<file path="src/rtl/mult_feed_if.sv">
// Bundle of the operand push, multiplier and result pop signals around mult_feed_seq.
// master = environment side (operand source, multiplier, result sink); slave = mult_feed_seq.
interface mult_feed_if #(
    parameter int M_bits = 12,
    parameter int N_bits = 8,
    parameter int DEPTH  = 4
);
    logic                       in_valid;
    logic                       in_ready;
    logic [M_bits-1:0]          in_mpd;
    logic [N_bits-1:0]          in_mpr;
    logic [M_bits-1:0]          mpd;
    logic [N_bits-1:0]          mpr;
    logic                       start;
    logic                       busy;
    logic [M_bits+N_bits-1:0]   prod;
    logic                       res_valid;
    logic                       res_ready;
    logic [M_bits+N_bits-1:0]   res_prod;
    logic [$clog2(DEPTH):0]     count;

    modport master (
        output in_valid, in_mpd, in_mpr, busy, prod, res_ready,
        input  in_ready, mpd, mpr, start, res_valid, res_prod, count
    );

    modport slave (
        input  in_valid, in_mpd, in_mpr, busy, prod, res_ready,
        output in_ready, mpd, mpr, start, res_valid, res_prod, count
    );
endinterface

</file>
<file path="src/rtl/mult_feed_seq.sv">
// Operand FIFO feeding an external sequential multiplier, one product in flight at a time.
// Define MULT_FEED_ZERO_BYPASS_EN to answer zero-operand pairs without using the multiplier.
module mult_feed_seq #(
    parameter int M_bits = 12,
    parameter int N_bits = 8,
    parameter int DEPTH  = 4
) (
    input  logic       clk,
    input  logic       reset,
    mult_feed_if.slave bus
);
    localparam int AW = $clog2(DEPTH);
    localparam int CW = AW + 1;
    localparam int PW = M_bits + N_bits;

    typedef enum logic [2:0] {IDLE, ISSUE, WAIT_HI, WAIT_LO, HOLD} state_t;

    state_t            state;
    state_t            state_nxt;
    logic [M_bits-1:0] mem_mpd [DEPTH];
    logic [N_bits-1:0] mem_mpr [DEPTH];
    logic [AW-1:0]     wr_ptr;
    logic [AW-1:0]     rd_ptr;
    logic [CW-1:0]     count_r;
    logic              wait_cnt;
    logic [M_bits-1:0] mpd_r;
    logic [N_bits-1:0] mpr_r;
    logic [PW-1:0]     res_prod_r;
    logic              res_valid_r;
    logic              push;
    logic              can_issue;
    logic              head_zero;
    logic              pop;
    logic              start_c;
    logic              cap_prod;
    logic              cap_zero;
    logic              res_clr;

    assign bus.in_ready  = (count_r != CW'(DEPTH));
    assign bus.count     = count_r;
    assign bus.mpd       = mpd_r;
    assign bus.mpr       = mpr_r;
    assign bus.start     = start_c;
    assign bus.res_valid = res_valid_r;
    assign bus.res_prod  = res_prod_r;

    assign push      = bus.in_valid && bus.in_ready;
    assign can_issue = (count_r != '0) && !bus.busy;

`ifdef MULT_FEED_ZERO_BYPASS_EN
    assign head_zero = (mem_mpd[rd_ptr] == '0) || (mem_mpr[rd_ptr] == '0);
`else
    assign head_zero = 1'b0;
`endif

    // Operand storage
    always_ff @(posedge clk) begin
        if (push) begin
            mem_mpd[wr_ptr] <= bus.in_mpd;
            mem_mpr[wr_ptr] <= bus.in_mpr;
        end
    end

    always_ff @(posedge clk) begin
        if (reset) begin
            wr_ptr  <= '0;
            rd_ptr  <= '0;
            count_r <= '0;
        end else begin
            if (push) wr_ptr <= wr_ptr + 1'b1;
            if (pop)  rd_ptr <= rd_ptr + 1'b1;
            case ({push, pop})
                2'b10:   count_r <= count_r + 1'b1;
                2'b01:   count_r <= count_r - 1'b1;
                default: count_r <= count_r;
            endcase
        end
    end

    // Sequencer state register
    always_ff @(posedge clk) begin
        if (reset) begin
            state    <= IDLE;
            wait_cnt <= 1'b0;
        end else begin
            state    <= state_nxt;
            wait_cnt <= (state == WAIT_HI);
        end
    end

    // A multiplier that never raises busy is taken as done after two WAIT_HI cycles.
    always_comb begin
        state_nxt = state;
        case (state)
            IDLE:    if (can_issue) state_nxt = head_zero ? HOLD : ISSUE;
            ISSUE:   state_nxt = WAIT_HI;
            WAIT_HI: begin
                if (bus.busy)    state_nxt = WAIT_LO;
                else if (wait_cnt) state_nxt = HOLD;
            end
            WAIT_LO: if (!bus.busy) state_nxt = HOLD;
            HOLD:    if (res_valid_r && bus.res_ready) state_nxt = IDLE;
            default: state_nxt = IDLE;
        endcase
    end

    always_comb begin
        pop      = 1'b0;
        start_c  = 1'b0;
        cap_prod = 1'b0;
        cap_zero = 1'b0;
        res_clr  = 1'b0;
        case (state)
            IDLE: begin
                pop      = can_issue;
                cap_zero = can_issue && head_zero;
            end
            ISSUE:   start_c  = 1'b1;
            WAIT_HI: cap_prod = !bus.busy && wait_cnt;
            WAIT_LO: cap_prod = !bus.busy;
            HOLD:    res_clr  = res_valid_r && bus.res_ready;
            default: ;
        endcase
    end

    // Operand and result registers
    always_ff @(posedge clk) begin
        if (reset) begin
            mpd_r       <= '0;
            mpr_r       <= '0;
            res_prod_r  <= '0;
            res_valid_r <= 1'b0;
        end else begin
            if (pop) begin
                mpd_r <= mem_mpd[rd_ptr];
                mpr_r <= mem_mpr[rd_ptr];
            end
            if (cap_prod) begin
                res_prod_r  <= bus.prod;
                res_valid_r <= 1'b1;
            end else if (cap_zero) begin
                res_prod_r  <= '0;
                res_valid_r <= 1'b1;
            end else if (res_clr) begin
                res_valid_r <= 1'b0;
            end
        end
    end
endmodule

</file>
<file path="src/flat_wrapper.sv">
// flat-port wrapper written by rule: the top's interface ports become plain ports
module mult_feed_seq_flat 
#(
    parameter int M_bits = 12,
    parameter int N_bits = 8,
    parameter int DEPTH  = 4
)
  (clk, reset, bus_in_valid, bus_in_mpd, bus_in_mpr, bus_busy, bus_prod, bus_res_ready, bus_in_ready, bus_mpd, bus_mpr, bus_start, bus_res_valid, bus_res_prod, bus_count);
  mult_feed_if #(.M_bits(M_bits), .N_bits(N_bits), .DEPTH(DEPTH)) bus_i ();
  input  logic clk;
  input  logic reset;
  input wire logic [$bits(bus_i.in_valid)-1:0] bus_in_valid;
  input wire logic [$bits(bus_i.in_mpd)-1:0] bus_in_mpd;
  input wire logic [$bits(bus_i.in_mpr)-1:0] bus_in_mpr;
  input wire logic [$bits(bus_i.busy)-1:0] bus_busy;
  input wire logic [$bits(bus_i.prod)-1:0] bus_prod;
  input wire logic [$bits(bus_i.res_ready)-1:0] bus_res_ready;
  output wire logic [$bits(bus_i.in_ready)-1:0] bus_in_ready;
  output wire logic [$bits(bus_i.mpd)-1:0] bus_mpd;
  output wire logic [$bits(bus_i.mpr)-1:0] bus_mpr;
  output wire logic [$bits(bus_i.start)-1:0] bus_start;
  output wire logic [$bits(bus_i.res_valid)-1:0] bus_res_valid;
  output wire logic [$bits(bus_i.res_prod)-1:0] bus_res_prod;
  output wire logic [$bits(bus_i.count)-1:0] bus_count;
  assign bus_i.in_valid = bus_in_valid;
  assign bus_i.in_mpd = bus_in_mpd;
  assign bus_i.in_mpr = bus_in_mpr;
  assign bus_i.busy = bus_busy;
  assign bus_i.prod = bus_prod;
  assign bus_i.res_ready = bus_res_ready;
  assign bus_in_ready = bus_i.in_ready;
  assign bus_mpd = bus_i.mpd;
  assign bus_mpr = bus_i.mpr;
  assign bus_start = bus_i.start;
  assign bus_res_valid = bus_i.res_valid;
  assign bus_res_prod = bus_i.res_prod;
  assign bus_count = bus_i.count;
  mult_feed_seq #(.M_bits(M_bits), .N_bits(N_bits), .DEPTH(DEPTH)) u_core (.clk(clk), .reset(reset), .bus(bus_i));
endmodule
</file>
<file path="config.mk">
export PLATFORM = sky130hd
export DESIGN_NAME = mult_feed_seq_flat
export DESIGN_NICKNAME = d
export VERILOG_FILES = /design/src/rtl/mult_feed_if.sv /design/src/rtl/mult_feed_seq.sv /design/src/flat_wrapper.sv
export SDC_FILE = /design/constraint.sdc
export NUM_CORES = 1
export LEC_CHECK = 0
export ABC_AREA = 0
export ABC_CLOCK_PERIOD_IN_PS = 2400
export CAP_MARGIN = 20
export CORE_AREA = 4 4 104 116
export DETAILED_ROUTE_END_ITERATION = 7
export DIE_AREA = 0 0 108 120
export GPL_ROUTABILITY_DRIVEN = 0
export PLACE_DENSITY = 0.74
export SLEW_MARGIN = 20
export SYNTH_ARGS = -nofsm -noshare
export SYNTH_HDL_FRONTEND = slang
export SYNTH_SLANG_ARGS = --single-unit
</file>
<file path="constraint.sdc">
create_clock -name clk -period 2.4 [get_ports clk]
set_input_delay 0.36 -clock clk [delete_from_list [all_inputs] [get_ports clk]]
set_output_delay 0.36 -clock clk [all_outputs]
set_load 0.02 [all_outputs]
</file>
## Word-level counts from Yosys, hierarchy flattened

Memory sizes are Yosys's and may differ from the RTL's. A register that Yosys moved wholly into a read port is not among the register bits.
Index checks and enable logic that the tools add are counted.

- Bits in registers: 32
- Bits in writable memories: 80
- Output and inout port bits: 46
- Word-level logic and storage cells: 49
- Memories kept: 2

- $add $sub $neg: 4
- Equal/unequal tests: 11
- Muxes and demuxes: 15
- Reductions and logical operators: 10

Memories:

| name | words | width | read ports | clocked after Yosys merged registers in | wr ports | RTL line | source |
|---|---|---|---|---|---|---|---|
| u_core.mem_mpd | 4 | 12 | 1 | 1 | 1 | mult_feed_seq.sv:20 | `logic [M_bits-1:0] mem_mpd [DEPTH];` |
| u_core.mem_mpr | 4 | 8 | 1 | 1 | 1 | mult_feed_seq.sv:21 | `logic [N_bits-1:0] mem_mpr [DEPTH];` |

Operators by type and width:

| kind | count |
|---|---|
| 3-bit two-way mux | 5 |
| 3-bit case mux with 5 select lines | 1 |
| 1-bit two-way mux | 7 |
| 3-bit by 2-bit == test with 1-bit output (second input constant) | 2 |
| 3-bit case mux with 2 select lines | 1 |
| 2-bit by 1-bit adder with 2-bit output (second input constant) | 2 |
| 1-bit logical AND | 4 |
| 2-bit by 1-bit != test with 1-bit output (second input constant) | 2 |
| 4-bit AND reduction | 1 |
| 2-bit nonzero test | 2 |
| 3-bit by 1-bit adder with 3-bit output (second input constant) | 1 |
| 3-bit by 1-bit == test with 1-bit output (second input constant) | 1 |
| 3-bit == test (second input constant) | 1 |
| 3-bit zero test | 1 |
| 3-bit by 2-bit != test with 1-bit output (second input constant) | 1 |
| 3-bit != test (second input constant) | 1 |
| 3-bit nonzero test | 1 |
| 3-bit by 1-bit subtractor with 3-bit output (second input constant) | 1 |
| 2-bit by 1-bit == test with 1-bit output (second input constant) | 1 |
| 2-bit == test (second input constant) | 1 |
| 2-bit != test (second input constant) | 1 |
| 1-bit case mux with 2 select lines | 1 |
| 1-bit zero test | 1 |

## Depth between registers and ports, before layout

Gate-level depths: netlist of run 1.

- Depth after elaboration: 5
- Gate-level depth with buffers: 9
- Depth with buffers taken out: 8

## Worst setup path after synthesis of run 1

OpenSTA, ideal clock, no wires.

- Path type: register -> register
- From: register u_core.count_r[2], in the netlist u_core.bus.count[2]
- To: register u_core.count_r[2], in the netlist u_core.bus.count[2]
- Data arrival time: 2.442 ns
- Data required time: 2.330 ns
- Slack: -0.112 ns
- Cell stages (with the launch flop): 10
- Buffers on the path: 1
- Path through: dfxtp_1 > or3b_2 > clkbuf_1 > nand2_1 > ha_1 > inv_1 > fa_1 > xor2_1 > or3_1 > a21oi_1

RTL lines:

| what | RTL line | source |
|---|---|---|
| start: declaration | mult_feed_seq.sv:24 | `logic [CW-1:0] count_r;` |
| start signal: assignment | mult_feed_seq.sv:73 | `2'b10: count_r <= count_r + 1'b1;` |
| start signal: assignment | mult_feed_seq.sv:74 | `2'b01: count_r <= count_r - 1'b1;` |
| start signal: assignment | mult_feed_seq.sv:75 | `default: count_r <= count_r;` |
| 3-bit != test (*) | mult_feed_seq.sv:39 | `assign bus.in_ready = (count_r != CW'(DEPTH));` |
| net bus_in_ready | flat_wrapper.sv:18 | `output wire logic [$bits(bus_i.in_ready)-1:0] bus_in_ready;` |
| 1-bit logical AND (*) | mult_feed_seq.sv:47 | `assign push = bus.in_valid && bus.in_ready;` |
| 2-bit by 1-bit == test with 1-bit output or 2-bit == test (tied branches) | mult_feed_seq.sv:72 | `case ({push, pop})` |
| 3-bit case mux with 2 select lines or 2-bit nonzero test (tied branches) | -- |  |

Mark *: on every way through the listed nets, which the timed path passes. The rest lies on a longest branch.
A chain may end at the register's enable or synchronous reset.

## Worst setup path after layout of run 1

- From: register u_core.state[2]
- To: register u_core.count_r[2], in the netlist u_core.bus.count[2]

- Cells in the longest elaborated chain, start to end: 4

RTL lines:

| what | RTL line | source |
|---|---|---|
| start: declaration | mult_feed_seq.sv:18 | `state_t state;` |
| start signal: assignment | mult_feed_seq.sv:86 | `state <= state_nxt;` |
| 3-bit zero test (*) | -- |  |
| 1-bit two-way mux (*) | mult_feed_seq.sv:113 | `case (state)` |
| net u_core.pop | mult_feed_seq.sv:33 | `logic pop;` |
| 2-bit by 1-bit == test with 1-bit output or 2-bit == test (tied branches) | mult_feed_seq.sv:72 |  |
| 3-bit case mux with 2 select lines or 2-bit nonzero test (tied branches) | -- |  |

Marked as above.

==> impl_results.md, run 1 <==
- N_diodes: 0
- Top cells by count, synth: edfxtp_1, dfxtp_1, a21oi_1, nand3_1, o21ai_0
- Via-to-Cell Ratio: 5.44
- Area share of the leading cell type in the synthesized netlist: 47.7%
- Post-synth EDFFs: 80
- Clk buf depth: 2
- Mean Syn Cell Area: 13.8 um2
- Cell taking the most area after synthesis: edfxtp_1
- Die area: 13000 um2
- CTS Hold Bufs: 0
- Global router's overall resource usage: 17.1%
- Worst-Skew Late Latency: 410 ps
- CTS tree: done
- Seq/Total Area, Yosys: 68.3%
- Register area: 3440 um2
- I/O pins: 91
- Area of the multi-input gates: 1450 um2
- Share of cells above drive strength 1: 17.1%
- Buffers on Ports: 90
- Kind of critical path: flop to flop
- GR met3 Demand/Resource: 4.95%
- RSZ-0062 raised after global routing: no
- Post-route DRC violation count: 0
- Vias in the first global route: 3388
- Leak: 2.24 nW
- Clk sinks: 132
- Yosys cell types: 34
- Slew headroom: 42.8%
- Final WS setup: 111 ps
- DR vias: 3378
- Min cycle time layout: 2290 ps
- Die height: 120 um
- Pwr/cell area: 1050 nW/um2
- Busiest metal layer after global routing: met2
- Setup Viol. Count Final: 0
- Initial core utilization: 46.4%
- Num CTS Buffers: 17
- Crit-path max FO: 2
- Largest net degree at the start of global routing: 31
- Worst setup EP type: flop
- Final Hold Vio Count: 0
- Mapped cell area: 5040 um2
- Worst VDD drop: 0.000640 V
- Most numerous cell in the Yosys netlist: edfxtp_1
- Synth top area cells: edfxtp_1, dfxtp_1, mux4_2
- Ys async rst share: 0%
- H-tree depth: 4
- Synthesized instance count: 365
- Core Util, Final: 62.1%
- DP HPWL: 6850 um
- Max Transition Viols Final: 0
- P&R area growth vs syn: 33.9%
- Row cnt: 40
- Max Fclk: 437 MHz
- Critical Path RT: 2730 ps
- Post-synth top flop: edfxtp_1
- Die Width: 108 um
- Filler cell count: 824
- CTS clock-pin slew for the worst setup and hold paths: 60 ps
- Root Buffer: clkbuf_16
- Met2 Use GR: 28.9%
- Yosys reg bits: 132
- Synthesis Warnings: 0
- CP Data Arrival Time: 2620 ps
- First-pass GRT wire length: 16900 um
- Grt met1 use: 20.9%
- Post-route cell area: 6750 um2
- WL/cell: 17.5 um
- Core outline area: 10900 um2
- Post-Route WL: 10900 um
- Antenna Nets Post-Route: 0
- Antenna violations before repair: 0
- Initial DRC count: 282
- Max-cap violation count: 0
- DRT Pass-1 Iters: 4
- Placed cell area: 6150 um2
- Final nets: 513
- Placement Setup Slack: -276 ps
- WHS: 440 ps
- Outcome: finished clean
- Grt ovf: 0
- Syn_nets: 416
- Worst Tran Pin Value: 857 ps
- Fin Clk Skew: 4.35 ps
- Crit start category: flop
- Fin crit share: 95.4%
- Hold Crit Class: input port to flop
## repair_timing
| item | in CTS | in global routing |
|---|---|---|
| buffers inserted | 0 | 0 |
| endpoints found under the setup margin | 0 | 2 |
| resized for setup | 0 | 2 |
## registers in the layout (all words and copies together) (netlist names)
| signal | count |
|---|---|
| u_core.bus.res_valid | 1 |
| u_core.rd_ptr | 2 |
| u_core.bus.res_prod | 20 |
| u_core.bus.mpd | 12 |
| u_core.state | 3 |
| u_core.bus.mpr | 8 |
| u_core.mem_mpd | 48 |
| u_core.mem_mpr | 32 |
| u_core.bus.count | 3 |
| u_core.wr_ptr | 2 |
| u_core.wait_cnt | 1 |
## kinds of logic after synthesis
logic type      share of synthesized area [%]
flops                                    68.3
compound gates                           10.3
simple gates                             7.23
buf+inv                                  3.18
mux                                      8.94
fa+ha+maj                                1.64
xor+xnor                                0.348
## power by group
group          total [mW]  switching [mW]  internal (mW)
Clock                2.54           0.922           1.62
Sequential           2.78           0.116           2.66
Combinational        1.77            1.01          0.757
## per-layer routing
metal  vias to the layer above  part of all wire (%)
li1                       1581                     -
met1                      1676                    41
met2                       105                    50
met3                        16                   7.1
met4                         0                   1.5
met5                         -                     0
## placed cells by master, fill, tap and decap left out, types with 2 or more instances in the layout
cell type | Yosys | routed
a31o_2 | 2 | 2
dfxtp_1 | 52 | 51
buf_4 | 1 | 18
o21ai_0 | 42 | 42
bufinv_16 | 0 | 3
a21o_1 | 2 | 2
ha_1 | 5 | 5
edfxtp_1 | 80 | 80
nor3_1 | 3 | 2
inv_1 | 7 | 7
clkinv_4 | 0 | 3
nand2_1 | 3 | 3
xor2_1 | 2 | 2
nand3_1 | 43 | 43
nor2_1 | 6 | 5
clkinv_2 | 0 | 6
or3_1 | 3 | 3
clkdlybuf4s50_1 | 0 | 88
a21oi_1 | 47 | 47
mux4_2 | 20 | 20
and3_1 | 4 | 4
clkbuf_16 | 0 | 17
## worst paths after layout
kind	from	to	slack (ps)	cells after the start
min	reset	u_core.bus.count[1]$_SDFFE_PP0P_	440	2
max	u_core.state[2]$_SDFFE_PP0P_	u_core.bus.count[2]$_SDFFE_PP0P_	110	8
max reg2reg	u_core.state[2]$_SDFFE_PP0P_	u_core.bus.count[2]$_SDFFE_PP0P_	110	8
min reg2reg	u_core.bus.res_prod[0]$_SDFFE_PP0P_	u_core.bus.res_prod[0]$_SDFFE_PP0P_	470	2
## worst max-delay path, stage by stage (launching register included)
cell and delay [ps]:
dfxtp_1 320, or4_4 540, nor2_2 140, ha_1 180, inv_1 50, fa_1 370
xor2_1 160, or3_1 320, a21oi_1 140
## area by class of cell
cell class                 instances  share of cell area [%]
multi-input combinational        195                    21.5
sequential                       132                    51.0
clock inverter                    14                    2.41
inverter                           7                   0.389
timing repair buffer             109                    15.6
clock buffer                      17                    6.30
tap                              147                    2.73
## stage by stage
stage               std cells  power, mW  setup TNS (ps)
floorplan                 365       3.90               0
global placement          590       4.55            -210
detailed placement        590       4.60            -315
CTS                       621       7.15               0
global route              621       7.42               0
finish                    621       7.09               0
Power figures use the tool's default switching activity.
==> inputs of run 2 (changes only) <==
- ABC_CLOCK_PERIOD_IN_PS: 2400 -> unset
==> results of run 2 <==
No change in the layout: final DEF, timing and power equal those of run 1.
